[src/rtl/ad9958_pkg.sv]
// Shared types and constants for the AD9958 serial-port arbiter.
package ad9958_pkg;

  typedef enum logic [1:0] {
    IDLE      = 2'd0,
    WAIT_BUSY = 2'd1,
    WAIT_DONE = 2'd2,
    COMPLETE  = 2'd3
  } state_t;

  localparam logic REQ_CORE = 1'b0;
  localparam logic REQ_HOST = 1'b1;

  localparam int unsigned MAX_PACKS_DEF = 8;
  localparam int unsigned PACKS_W       = 5;
  localparam int unsigned DATA_W        = 64;
  localparam int unsigned TIMER_W       = 16;

endpackage

[src/rtl/ad9958_spi_arbiter.sv]
// Round-robin arbiter sharing one AD9958 SPI engine between the core
// update sequencer (requester 0, lockable) and the host access path (requester 1).
module ad9958_spi_arbiter
  import ad9958_pkg::*;
#(
  parameter int unsigned TIMEOUT_CYCLES = 255,
  parameter int unsigned MAX_PACKS      = MAX_PACKS_DEF
) (
  input  logic               clock,
  input  logic               reset_n,
  input  logic               req0_valid,
  input  logic [PACKS_W-1:0] req0_packs,
  input  logic [DATA_W-1:0]  req0_data,
  input  logic               req0_lock,
  input  logic               req1_valid,
  input  logic [PACKS_W-1:0] req1_packs,
  input  logic [DATA_W-1:0]  req1_data,
  output logic               req0_ready,
  output logic               req1_ready,
  output logic               req0_done,
  output logic               req1_done,
  output logic               spi_trigger,
  output logic [PACKS_W-1:0] spi_packs,
  output logic [DATA_W-1:0]  spi_data,
  input  logic               spi_busy,
  output logic               owner,
  output logic               idle,
  output logic               err_timeout,
  output logic               err_len
);

  localparam int unsigned TINC_W = TIMER_W + 1;

  state_t             state;
  logic               last_grant;
  logic               lock_flag;
  logic               timeout_hit;
  logic [TIMER_W-1:0] timer;

  logic               elig0;
  logic               elig1;
  logic               grant_valid;
  logic               grant_id;
  logic [PACKS_W-1:0] sel_packs;
  logic [DATA_W-1:0]  sel_data;
  logic [TINC_W-1:0]  timer_inc;

  // Round-robin pick; the lock makes requester 1 ineligible.
  always_comb begin
    elig0       = req0_valid;
    elig1       = req1_valid && !lock_flag;
    grant_valid = !spi_busy && (elig0 || elig1);
    grant_id    = (elig0 && elig1) ? ~last_grant : elig1;
    sel_packs   = (grant_id == REQ_HOST) ? req1_packs : req0_packs;
    sel_data    = (grant_id == REQ_HOST) ? req1_data  : req0_data;
    timer_inc   = {1'b0, timer} + TINC_W'(1);
  end

  always_ff @(posedge clock) begin
    if (!reset_n) begin
      state       <= IDLE;
      idle        <= 1'b1;
      req0_ready  <= 1'b0;
      req1_ready  <= 1'b0;
      req0_done   <= 1'b0;
      req1_done   <= 1'b0;
      spi_trigger <= 1'b0;
      err_timeout <= 1'b0;
      err_len     <= 1'b0;
      spi_packs   <= '0;
      spi_data    <= '0;
      owner       <= REQ_CORE;
      last_grant  <= REQ_HOST;
      lock_flag   <= 1'b0;
      timeout_hit <= 1'b0;
      timer       <= '0;
    end else begin
      req0_ready  <= 1'b0;
      req1_ready  <= 1'b0;
      req0_done   <= 1'b0;
      req1_done   <= 1'b0;
      spi_trigger <= 1'b0;
      err_timeout <= 1'b0;
      err_len     <= 1'b0;

      case (state)
        IDLE: begin
          if (lock_flag && !req0_lock) lock_flag <= 1'b0;
          if (grant_valid) begin
            owner       <= grant_id;
            last_grant  <= grant_id;
            spi_packs   <= sel_packs;
            spi_data    <= sel_data;
            req0_ready  <= (grant_id == REQ_CORE);
            req1_ready  <= (grant_id == REQ_HOST);
            idle        <= 1'b0;
            timer       <= '0;
            timeout_hit <= 1'b0;
            // Null and oversize transactions skip the engine entirely.
            if (sel_packs == '0) begin
              state <= COMPLETE;
            end else if (sel_packs > PACKS_W'(MAX_PACKS)) begin
              err_len <= 1'b1;
              state   <= COMPLETE;
            end else begin
              spi_trigger <= 1'b1;
              state       <= WAIT_BUSY;
            end
          end
        end

        WAIT_BUSY: begin
          if (spi_busy) begin
            timer <= '0;
            state <= WAIT_DONE;
          end else begin
            timer <= timer_inc[TIMER_W-1:0];
            if (timer_inc == TINC_W'(TIMEOUT_CYCLES)) begin
              timeout_hit <= 1'b1;
              state       <= COMPLETE;
            end
          end
        end

        WAIT_DONE: begin
          if (!spi_busy) state <= COMPLETE;
        end

        COMPLETE: begin
          req0_done   <= (owner == REQ_CORE);
          req1_done   <= (owner == REQ_HOST);
          err_timeout <= timeout_hit;
          timeout_hit <= 1'b0;
          lock_flag   <= (owner == REQ_CORE) && req0_lock;
          idle        <= 1'b1;
          state       <= IDLE;
        end

        default: begin
          idle  <= 1'b1;
          state <= IDLE;
        end
      endcase
    end
  end

endmodule

[config.mk]
export PLATFORM = sky130hd
export DESIGN_NAME = ad9958_spi_arbiter
export DESIGN_NICKNAME = d
export VERILOG_FILES = /design/src/rtl/ad9958_pkg.sv /design/src/rtl/ad9958_spi_arbiter.sv
export SDC_FILE = /design/constraint.sdc
export NUM_CORES = 1
export LEC_CHECK = 0
export CORE_MARGIN = 1.5
export CORE_UTILIZATION = 25
export CTS_BUF_LIST = sky130_fd_sc_hd__clkbuf_4
export DETAILED_ROUTE_END_ITERATION = 7
export SLEW_MARGIN = 40
export SYNTH_ARGS = -nofsm -noshare
export SYNTH_HDL_FRONTEND = slang
export SYNTH_SLANG_ARGS = --single-unit
[constraint.sdc]
create_clock -name clock -period 3.3 [get_ports clock]
set_clock_uncertainty 0.15 [all_clocks]
set_input_delay 0.66 -clock clock [delete_from_list [all_inputs] [get_ports clock]]
set_output_delay 0.66 -clock clock [all_outputs]
set_load 0.03 [all_outputs]
Yosys cells after proc, flatten, opt, wreduce, memory -nomap -nowiden
Index checks and enable logic that the tools add are counted.

cells by class
  muxes and demuxes = 22
  add/sub/neg operators = 1
  magnitude comparators = 1
  bitwise gates (word level) = 6
  equality and inequality tests = 10
  reduce and logical (&&, ||, !) cells = 23

operators by type and width
  operator                 count
  $mux W64                 1
  $mux W16                 2
  $pmux W16 S2             1
  $add A16 B1 Y17 const B  1
  $eq A17 B8 Y1 const B    1
  $mux W2                  6
  $ne A2 B2 Y1 const B     5
  $reduce_and A2 Y1        5
  $pmux W2 S4              1
  $mux W1                  7
  $not A1 Y1               6
  $reduce_and A3 Y1        2
  $gt A5 B4 Y1 const B     1
  $logic_and A1 B1 Y1      5
  $logic_not A5 Y1         1
  $mux W5                  1
  $eq A2 B2 Y1 const B     2
  $pmux W1 S2              2
  $reduce_and A4 Y1        1
  $reduce_bool A2 Y1       2
  $reduce_or A4 Y1         1
  $logic_not A1 Y1         3
  $ne A3 B3 Y1 const B     1
  $pmux W1 S3              1
  other kinds (4)          4

word-level totals
  input port bits = 144
  logic and storage cells = 79
  output and inout port bits = 78
  register bits = 99

Longest topological paths before layout
Gate-level depths: netlist (run 1).

  depth after elaboration = 10
  depth in mapped cells = 9
  mapped depth without buffers = 8

Worst setup path before layout (run 1)
No wires, ideal clock.

  kind = register -> register
  from = reg state[0]
  to = reg spi_data[21]
  path slack = 1.044 ns
  stages on the path, launching flop included = 10
  data arrival time = 2.015 ns
  data required time = 3.059 ns
  path buffers = 4
  period minus slack after synthesis = 2.256 ns
  cells stage by stage = dfxtp_1 inv_1 ha_1 clkbuf_1 o211a_1 clkbuf_1 clkbuf_1 clkbuf_1 nor2_1 a311oi_1

between the ends
  longest elaborated chain between the ends = 2

ends and longest elaborated chain
  element                      RTL line                   RTL
  start, declared              ad9958_spi_arbiter.sv:34   state_t state;
  start signal, assigned       ad9958_spi_arbiter.sv:61   state <= IDLE;
  start signal, assigned       ad9958_spi_arbiter.sv:101  state <= COMPLETE;
  start signal, assigned       ad9958_spi_arbiter.sv:104  state <= COMPLETE;
  $logic_not A2 Y1             ad9958_spi_arbiter.sv:86   case (state)
  $reduce_and A2 Y1 (no line)  -
  end signal, assigned         ad9958_spi_arbiter.sv:93   spi_data <= sel_data;
  end, declared                ad9958_spi_arbiter.sv:24   output logic [DATA_W-1:0] spi_data,

Every way passes these cells.
A chain may end at the register's enable or synchronous reset.

Worst setup path in the final report (run 1)
  from = reg timer[1]
  to = reg state[1]

between the ends
  longest elaborated chain between the ends = 4

ends and longest elaborated chain
  element                      RTL line                   RTL
  start, declared              ad9958_spi_arbiter.sv:38   logic [TIMER_W-1:0] timer;
  start signal, assigned       ad9958_spi_arbiter.sv:117  timer <= timer_inc[TIMER_W-1:0];
  $add A16 B1 Y17              ad9958_spi_arbiter.sv:56   timer_inc = {1'b0, timer} + TINC_W'(1);
  $eq A17 B8 Y1                ad9958_spi_arbiter.sv:118  if (timer_inc == TINC_W'(TIMEOUT_CYCLES)) begin
  $ne A3 B3 Y1 (no line)       -
  $reduce_and A3 Y1 (no line)  -
  end signal, assigned         ad9958_spi_arbiter.sv:61
  end signal, assigned         ad9958_spi_arbiter.sv:120  state <= COMPLETE;
  end signal, assigned         ad9958_spi_arbiter.sv:126  if (!spi_busy) state <= COMPLETE;

Every way passes these cells.

==> reports/metrics.yaml, run 1 <==
placed_cells: 1013
hold_violations: 0
grt_pass1_vias: 4818
hold_buffers: 0
stdcell_count: 1030
syn-num-nets: 754
critPathKind: "reg -> reg"
gr-usage-met3_pct: 5.538
finalInstanceArea_sq_um: 7258
fin_ws_ps: 623.7
rsz0062_at_grt: "no"
final_cell_mix: "clkdlybuf4s50_1 (221), nand2_1 (158), dfxtp_1 (99)"
start_kind: "register"
via_per_inst: 4.774
seq_area_frac_synth_pct: 42.19
worstSkewPairLatency_ps: 460
initial_utilization_pct: 25.80
drtPass1Iterations: 4
irDropWorstVdd_mv: 0.2547
max_freq_mhz: 373.6
layout.nets: 946
syn-cell-area_sq_um: 4697
die_area_sq_um: 19620
grtUsageMet2_pct: 26.53
tightest_slew_ps: 631.8
avgSynthCellArea_sq_um: 7.789
min_period_ps: 2676
pre_cts_slack_ps: 359.4
hpwl_mm: 11.48
cts.sinks: 99
cp.required_ps: 3540
setup_viol: 0
placed_area_sq_um: 7153
fp-row-count: 49
busiest_layer: "met2"
cts_buffers: 9
timing.slew.headroom_pct: 57.88
power.leakage_nw: 2.621
post-route-period-util_pct: 81.10
clock-root-buffer: "clkbuf_4"
cts.repair.resized: 0
antenna_found_initial: 1
grt_pass1_wl_mm: 25.64
drv_cap: 0
die_h_um: 140.1
track_usage_pct: 16.49
status: "complete, no violations"
ys_types: 49
overflow: 0
min_path_type: "reg -> reg"
post_cts_buffers: 0
layout-drive-gt1-share_pct: 5.000
cts_buffer_depth: 2
worstSetupEndpointType: "register"
yosysTopAreaCell: "dfxtp_1"
path_clk_slew_ps: 150
syn_inst: 603
routed_wirelength_mm: 16.16
setup-tns-final_ps: 0
final_common_cell: "clkdlybuf4s50_1"
port_buffers: 221
crit_fanout: 8
holdWs_ps: 348.7
synth-seq-cells: 99
drc_errors: 0
h-tree-depth: 3
core-area_sq_um: 18210
grt_max_degree: 72
synth_ff_type: "dfxtp_1"
ys_top_cells_by_area: "dfxtp_1 (42%), a311oi_1 (13%), nand2_1 (13%)"
async_flop_share_pct: 0
gp_congestion: 0.8074
fillers: 1839
synth_edf_count: 0
finalMaxSlewViolations: 0
ys_warn_count: 0
synth_top_cell_area_share_pct: 42.19
vias: 4917
die_w_um: 140.1
cts_tree: "built"
ios: 222
met1_usage_pct: 20.61
wl_per_cell_um: 15.69
ant_nets: 0
drtIter0Drc: 237
syn_to_final_growth_pct: 54.53
p_per_area_nw_per_um2: 564.2
crit_arrival_ps: 2920
kinds of logic (layout without fill, tap and decap cells):
| kind of cell | after synthesis | after routing | synth area share [%] |
|---|---|---|---|
| and+or+nand+nor | 300 | 300 | 27.73 |
| AOI/OAI and AO/OA | 133 | 133 | 22.11 |
| DFF | 99 | 99 | 42.19 |
| buffers and inverters | 56 | 253 | 4.555 |
| adders and majority gates | 7 | 7 | 1.865 |
| xor gates and xnor gates | 6 | 6 | 1.119 |
| muxes | 2 | 2 | 0.4262 |
| other | 0 | 1 | 0 |
cells in the mapped netlist, types with 3 or more instances:
library cell / number
nand2_1: 159
dfxtp_1: 99
nor2_1: 95
a311oi_1: 72
clkbuf_1: 46
a21oi_1: 20
o21ai_0: 13
ha_1: 7
nor3_1: 7
inv_1: 5
nand4_1: 5
nor4_1: 5
a22oi_1: 4
a31oi_1: 4
nand3_1: 4
and2_1: 3
buf_2: 3
nor2b_1: 3
o31ai_1: 3
xnor2_1: 3
xor2_1: 3
critical path: stages (launching register included):
cell	delay (ps)
dfxtp_1	500
ha_1	300
nand2_1	190
nor4_4	400
mux2i_1	300
nor4b_1	380
a221oi_1	140
a211oi_1	240
metal layers:
metal,share of wire [%],vias up
met1,45,2214
met3,8.0,18
met4,1.6,0
li1,-,2523
met5,0,-
met2,46,162
area by class of cell:
cell class	instances	area, sq um	area share, %
clock inverters	7	35.03	0.4827
inverters	6	22.52	0.3103
repair buffers	231	2350	32.37
clock buffers	9	67.56	0.9309
diodes	1	2.502	0.03448
multi-input cells	448	2512	34.61
well taps	229	286.5	3.948
flip-flops and latches	99	1982	27.31
state kept, by name (all words and copies together) (netlist names), 2 cells and up:
register / count
spi_data: 64
spi_packs: 5
timer: 16
state: 2
worst paths after layout:
check             slack, ps  cells after the start                     to                  start
setup reg to reg        620                      7  state[1]$_SDFFE_PN0P_  timer[1]$_SDFFE_PN0P_
hold / removal          350                      1   req0_done$_SDFF_PN0_     owner$_SDFFE_PN0P_
setup / recovery        620                      7  state[1]$_SDFFE_PN0P_  timer[1]$_SDFFE_PN0P_
hold reg to reg         350                      1   req0_done$_SDFF_PN0_     owner$_SDFFE_PN0P_
report_power, final:
| part | switching (mW) | internal (mW) | total, mW |
|---|---|---|---|
| sequential | 0.129 | 1.42 | 1.55 |
| clock | 0.426 | 0.146 | 0.572 |
| combinational | 1.14 | 0.831 | 1.98 |
through the flow:
step	utilization, %	total power, mW
after floorplan	-	2.726
after global placement	39.28	3.550
after detailed placement	39.28	3.562
after CTS	39.85	4.162
after global routing	39.86	4.378
final	39.86	4.095
No activity file was read; power rests on OpenSTA's default activity.
==> inputs of run 2 (changes only) <==
==> constraint.sdc (replaced) <==
create_clock -name clock -period 2.28 [get_ports clock]
set_clock_uncertainty 0.15 [all_clocks]
set_input_delay 0.456 -clock clock [delete_from_list [all_inputs] [get_ports clock]]
set_output_delay 0.456 -clock clock [all_outputs]
set_load 0.03 [all_outputs]
==> run 2 against run 1 <==
Sequential power increased by 44%. Power increased by 55%. Non-clock buffer count increased by 43. Wire length up 1.4%. Critical path depth decreased by 6. Via count up 4.9%. Die area did not move. Utilization grew 2.4 points. Final area is 6.1% higher. First-iteration DRC count down 21%. Flip-flop and latch count stayed put. Global-route usage rose by 0.32 points. Critical endpoint is now spi_data[16].
==> reports/metrics.yaml, run 2 (same netlist as run 1, synthesis figures left out) <==
fillers: 1811
timing.reg2reg.setup_slack_ps: 110
power_mw: 6.328
die_h_um: 140.1
comb_power_share_pct: 48.7
setup-tns-final_ps: 0
pre_cts_slack_ps: -436.4
finalMaxSlewViolations: 0
core-area_sq_um: 18210
cp_top_family: "buffers and inverters"
cts_buffer_depth: 2
top_regs: "spi_data: 64 flops, timer: 16 flops, spi_packs: 5 flops"
die_area_sq_um: 19620
track_usage_pct: 16.81
worst_path_max_delay_cell: "clkdlybuf4s50_1"
cts_buffers: 9
via_per_inst: 4.809
crit_fanout: 2
ant_nets: 0
intPower_mw: 3.776
clockPowerShare_pct: 16.0
min_to: "spi_data[46]$_SDFFE_PN0P_"
overflow: 0
tightest_slew_ps: 602.5
min_path_type: "reg -> reg"
p_seq_share_pct: 35.3
holdPathStages: 2
drtIter0Drc: 187
crit_cells: 1
worstSetupEndpointType: "output pin"
cp_num_buf_inv: 1
multi_input_area_sq_um: 2549
start_kind: "register"
drtPass1Iterations: 4
ios: 222
fp-row-count: 49
worstSkewPairLatency_ps: 480
post-route-period-util_pct: 95.80
power.leakage_nw: 2.889
grt_pass1_wl_mm: 26.34
min_period_ps: 2184
grt_max_degree: 72
reg2reg_to: "state[0]$_SDFFE_PN0P_"
antenna_found_initial: 1
cp_slowest_stage_delay_ps: 700
max_freq_mhz: 457.8
drc_errors: 0
reg2reg_from: "timer[0]$_SDFFE_PN0P_"
h-tree-depth: 3
path_cells: "clkdlybuf4s50_1"
regMostFlops: "spi_data"
rsz0062_at_grt: "no"
path_clk_slew_ps: 180
swShare_pct: 40.34
initial_utilization_pct: 25.80
cts.sinks: 99
layout.nets: 989
port_buffers: 221
cp.required_ps: 1670
setup_viol: 0
worstHoldStart: "spi_data[46]$_SDFFE_PN0P_"
drv_cap: 0
crit_start: "spi_data[16]$_SDFFE_PN0P_"
grt_pass1_vias: 5092
status: "complete, no violations"
cts_tree: "built"
largest_register_ffs: 64
switchingPower_mw: 2.553
layout-drive-gt1-share_pct: 11.15
critPathKind: "reg -> out"
seq_area_sq_um: 1987
hpwl_mm: 12.07
hold_violations: 0
vias: 5160
fin_ws_ps: 95.72
reg2reg_depth: 8
wl_per_cell_um: 15.28
irDropWorstVdd_mv: 0.3115
holdWs_ps: 355.8
syn_to_final_growth_pct: 63.96
crit_arrival_ps: 1580
timing.slew.headroom_pct: 59.83
p_per_area_nw_per_um2: 821.7
final_common_cell: "clkdlybuf4s50_1"
clock-root-buffer: "clkbuf_4"
routed_wirelength_mm: 16.39
gp_congestion: 0.8238
final_cell_mix: "clkdlybuf4s50_1 (219), nand2_1 (158), dfxtp_1 (95)"
die_w_um: 140.1
==> run 2: cell types whose count changed in the layout (fill, tap and decap cells not counted), moves of 2 or more <==
cell             change
inv_6                +2
dlygate4sd2_1        +2
buf_4               +39
dfxtp_2              +4
clkdlybuf4s50_1      -2
dfxtp_1              -4
buf_12               +3
clkinv_1             -3
==> run 2: worst max-delay path by stage <==
stage | slack (ps) | end
6_report | 100 | spi_data[16]
5_1_grt | 10 | spi_data[16]
4_1_cts | 30 | state[0]$_SDFFE_PN0P_
3_5_place_dp | -440 | timer[2]$_SDFFE_PN0P_
3_3_place_gp | -420 | timer[2]$_SDFFE_PN0P_
2_1_floorplan | 20 | spi_data[21]$_SDFFE_PN0P_
==> run 2: worst register-to-register path, delay by kind of cell, from the launching register on <==
family,cells,cell delay (ps)
compound gates,4,990
fa+ha+maj,1,170
buf+inv,1,130
flops,1,370
simple gates,2,290
==> run 2: layout make-up <==
cell class / count / share of cell area, %
Inverter: 6 / 0.2924
Tap cell: 229 / 3.721
Clock buffer: 9 / 0.8773
Multi-Input combinational cell: 448 / 33.09
Sequential cell: 99 / 25.80
Timing Repair Buffer: 274 / 35.21
Clock inverter: 7 / 0.9748
Antenna cell: 1 / 0.03249
==> run 2: routing by layer <==
metal / global-route usage, % / part of all wire, %
met4: 6.981 / 2.4
met5: 0 / 0
met2: 27.65 / 47
met3: 5.368 / 7.3
met1: 20.30 / 43
==> run 2: timing repair <==
item / in CTS / in global routing
setup endpoints to repair: 3 / 14
pin swaps: 0 / 4
hold buffers: 0 / 0
setup buffers: 0 / 1
resized for setup: 3 / 10
==> run 2: power by group through the flow <==
| stage | clock network, mW | registers [mW] | logic, mW |
|---|---|---|---|
| after floorplan | 0 | 2.84 | 1.11 |
| after global placement | 0 | 2.27 | 3.07 |
| after detailed placement | 0 | 2.27 | 3.09 |
| after CTS | 1.06 | 2.24 | 3.10 |
| after global routing | 1.12 | 2.28 | 3.32 |
| final | 1.01 | 2.23 | 3.08 |
==> run 2: stage by stage <==
stage	instance area, sq um	util [%]	std cells
2_1_floorplan	4697	-	603
3_3_place_gp	7506	41.22	1055
3_5_place_dp	7506	41.22	1055
4_1_cts	7652	42.03	1071
5_1_grt	7701	42.29	1073
6_report	7701	42.29	1073
==> patch (config.mk and constraints of run 1) <==
`TIMEOUT_CYCLES`: 255 -> 191.
--- a/src/rtl/ad9958_spi_arbiter.sv
+++ b/src/rtl/ad9958_spi_arbiter.sv
@@ -5,3 +5,3 @@
 #(
-  parameter int unsigned TIMEOUT_CYCLES = 255,
+  parameter int unsigned TIMEOUT_CYCLES = 191,
   parameter int unsigned MAX_PACKS      = MAX_PACKS_DEF
Formal check against the unedited RTL: same outputs for any inputs over 4 cycles, from zero or initial values and one cycle with reset_n low; that may be too few to reach the edited logic, so the function may still have changed.
==> patch against run 1 <==
Sequential share of layout area decreased by 0.44 points; routed wire length decreased by 13%; sequential cell count is the same; setup slack improved by 0.23 ns; synthesized area rose by 1.3%; final area grew 1.7%; die area up 1.2%; power up 6.0%; largest power group unchanged; highest routed layer unchanged.
==> patch: results (changes against run 1) <==
| Step | Result | Value | Change |
|---|---|---|---|
| yosys | Seq/Total Area, Yosys | 41.7% | was 42.2% |
| yosys | Adder-cell area share of the yosys netlist | 1.84% | was 1.86% |
| min path | Hold Crit Start | timeout_hit | was owner |
| grt | Wire length of the first global-routing pass | 22.6 mm | was 25.6 mm |
| placement | Placed wire-length estimate | 10.3 mm | was 11.5 mm |
| yosys | Most common library cells after synthesis | sky130_fd_sc_hd__nor2_1 (103), sky130_fd_sc_hd__dfxtp_1 (99), sky130_fd_sc_hd__a211oi_1 (72), sky130_fd_sc_hd__mux2i_1 (72), sky130_fd_sc_hd__a21oi_1 (26) | was sky130_fd_sc_hd__nand2_1 (159), sky130_fd_sc_hd__dfxtp_1 (99), sky130_fd_sc_hd__nor2_1 (95) |
| clock network | Reg clk slew, reported paths | 0.17 ns | was 0.15 ns |
| grt | GRT Overall Usage | 14.5% | was 16.5% |
| route | Total number of vias | 4458 | was 4917 |
| yosys | Share of the synthesized area in compound gates (AO/OA/AOI/OAI) | 19.2% | was 22.1% |
| grt | Antenna violations before repair | 2 | was 1 |
| finish | Share of final-layout standard cells stronger than drive strength 1 | 5.23% | was 5.00% |
| worst setup path | Critical Path Fanout Max | 7 | was 8 |
| pwr | Total leakage power | 2.90 nW | was 2.62 nW |
| yosys | Number of nets in the synthesized netlist | 674 | was 754 |
| worst setup path | R2R setup slack | 0.85 ns | was 0.62 ns |
| yosys | Synth Area per Inst | 9.09 um2 | was 7.79 um2 |
| worst setup path | Crit-path max cell delay | 0.48 ns | was 0.50 ns |
| yosys | Biggest area contributors in the synthesized netlist | sky130_fd_sc_hd__dfxtp_1 (42%), sky130_fd_sc_hd__mux2i_1 (15%), sky130_fd_sc_hd__a211oi_1 (11%) | was sky130_fd_sc_hd__dfxtp_1 (42%), sky130_fd_sc_hd__a311oi_1 (13%), sky130_fd_sc_hd__nand2_1 (13%) |
| placement | Instance area at placement | 0.00719 mm2 | was 0.00715 mm2 |
| route | Average vias per placed instance | 4.63 | was 4.77 |
| route | Routed wire length per instance | 14.7 um | was 15.7 um |
| pwr | Worst vdd rail ir drop | 0.000232 V | was 0.000255 V |
| placement | Final RePlAce weighted congestion | 0.743 | was 0.807 |
| finish | Number of nets in the layout | 873 | was 946 |
| grt | Number of global-route vias before repair | 4365 | was 4818 |
| pwr | Power dissipated by switching net loads | 1.67 mW | was 1.70 mW |
| timing | Measured slew at the worst slew-check pin | 0.584 ns | was 0.632 ns |
| worst setup path | Crit Reg-Reg Startpoint | timer[0] | was timer[1] |
| grt | Largest net degree at the start of global routing | 80 | was 72 |
| yosys | Mux cell area share after synthesis | 15.4% | was 0.426% |
| finish | Fill cell instance count of the final layout | 1888 | was 1839 |
| outcome | Outcome | completed | unchanged |
| min path | Terminating pin of the worst hold path | timeout_hit | was req0_done |
patch: cell types whose count changed after synthesis, moves of 6 or more:
cell	run 1	this run
sky130_fd_sc_hd__clkbuf_1	46	23
sky130_fd_sc_hd__mux2i_1	2	72
sky130_fd_sc_hd__a211oi_1	2	72
sky130_fd_sc_hd__a21oi_1	20	26
sky130_fd_sc_hd__nand2_1	159	11
sky130_fd_sc_hd__a311oi_1	72	1
sky130_fd_sc_hd__nor2_1	95	103
sky130_fd_sc_hd__buf_2	3	12
patch: per-stage QoR:
stage / util (%) / worst slack, ns / hold slack [ns] / total power, mW
final: 39.4 / 0.854 / 0.342 / 4.34
after global routing: 39.4 / 0.699 / 0.370 / 4.61
after CTS: 39.4 / 0.820 / 0.339 / 4.39
after detailed placement: 38.4 / 0.628 / 0.302 / 3.54
after global placement: 38.4 / 0.639 / 0.297 / 3.52
after floorplan: - / 1.06 / 0.282 / 2.74
patch: final cells by class:
class                           count  share of cell area [%]
Timing Repair Buffer              230                    31.6
Multi-Input combinational cell    375                    34.6
Inverter                            7                   0.356
Clock inverter                      6                    1.51
Tap cell                          234                    3.97
Sequential cell                    99                    26.9
Antenna cell                        2                  0.0678
Clock buffer                       10                    1.02
patch: metal layers:
metal | track usage (%) | vias to the layer above | part of all wire (%)
met4 | 5.21 | 0 | 1.6
li1 | - | 2301 | -
met3 | 4.89 | 15 | 7.1
met1 | 17.1 | 2014 | 43
met2 | 24.3 | 128 | 48
met5 | 0 | - | 0
patch: worst max-delay path by stage:
stage          startpoint            to  slack, ns  cells past startpoint
2_1_floorplan  req1_valid     timer[13]       1.06                      7
3_3_place_gp   req1_valid       err_len       0.64                      7
3_5_place_dp   req1_valid  spi_data[38]       0.63                      7
4_1_cts             owner         owner       0.82                      1
5_1_grt          timer[0]      state[0]       0.70                      7
6_report         timer[0]      state[0]       0.85                      7
patch: power groups by stage:
stage,Combinational [mW],Sequential (mW),Clock (mW)
final,1.96,1.54,0.840
after global routing,2.13,1.57,0.912
after CTS,1.98,1.54,0.874
after detailed placement,1.97,1.57,0
after global placement,1.96,1.56,0
after floorplan,0.778,1.96,0
patch: worst max-delay path: cells and delay by family (launching register included):
kind | cells | cell delay, ns
simple gates | 3 | 0.79
flops | 1 | 0.48
compound gates | 2 | 0.37
mux | 1 | 0.32
fa+ha+maj | 1 | 0.29
patch: cell families (layout without fill, tap and decap cells):
logic type	Yosys count	in the layout
adder cells (fa/ha/maj)	7	7
multiplexers	73	73
XOR/XNOR	5	5
AND/OR/NAND/NOR	159	159
buffers and inverters	49	253
flip-flops	99	99
other	0	2
AO/OA/AOI/OAI	131	131
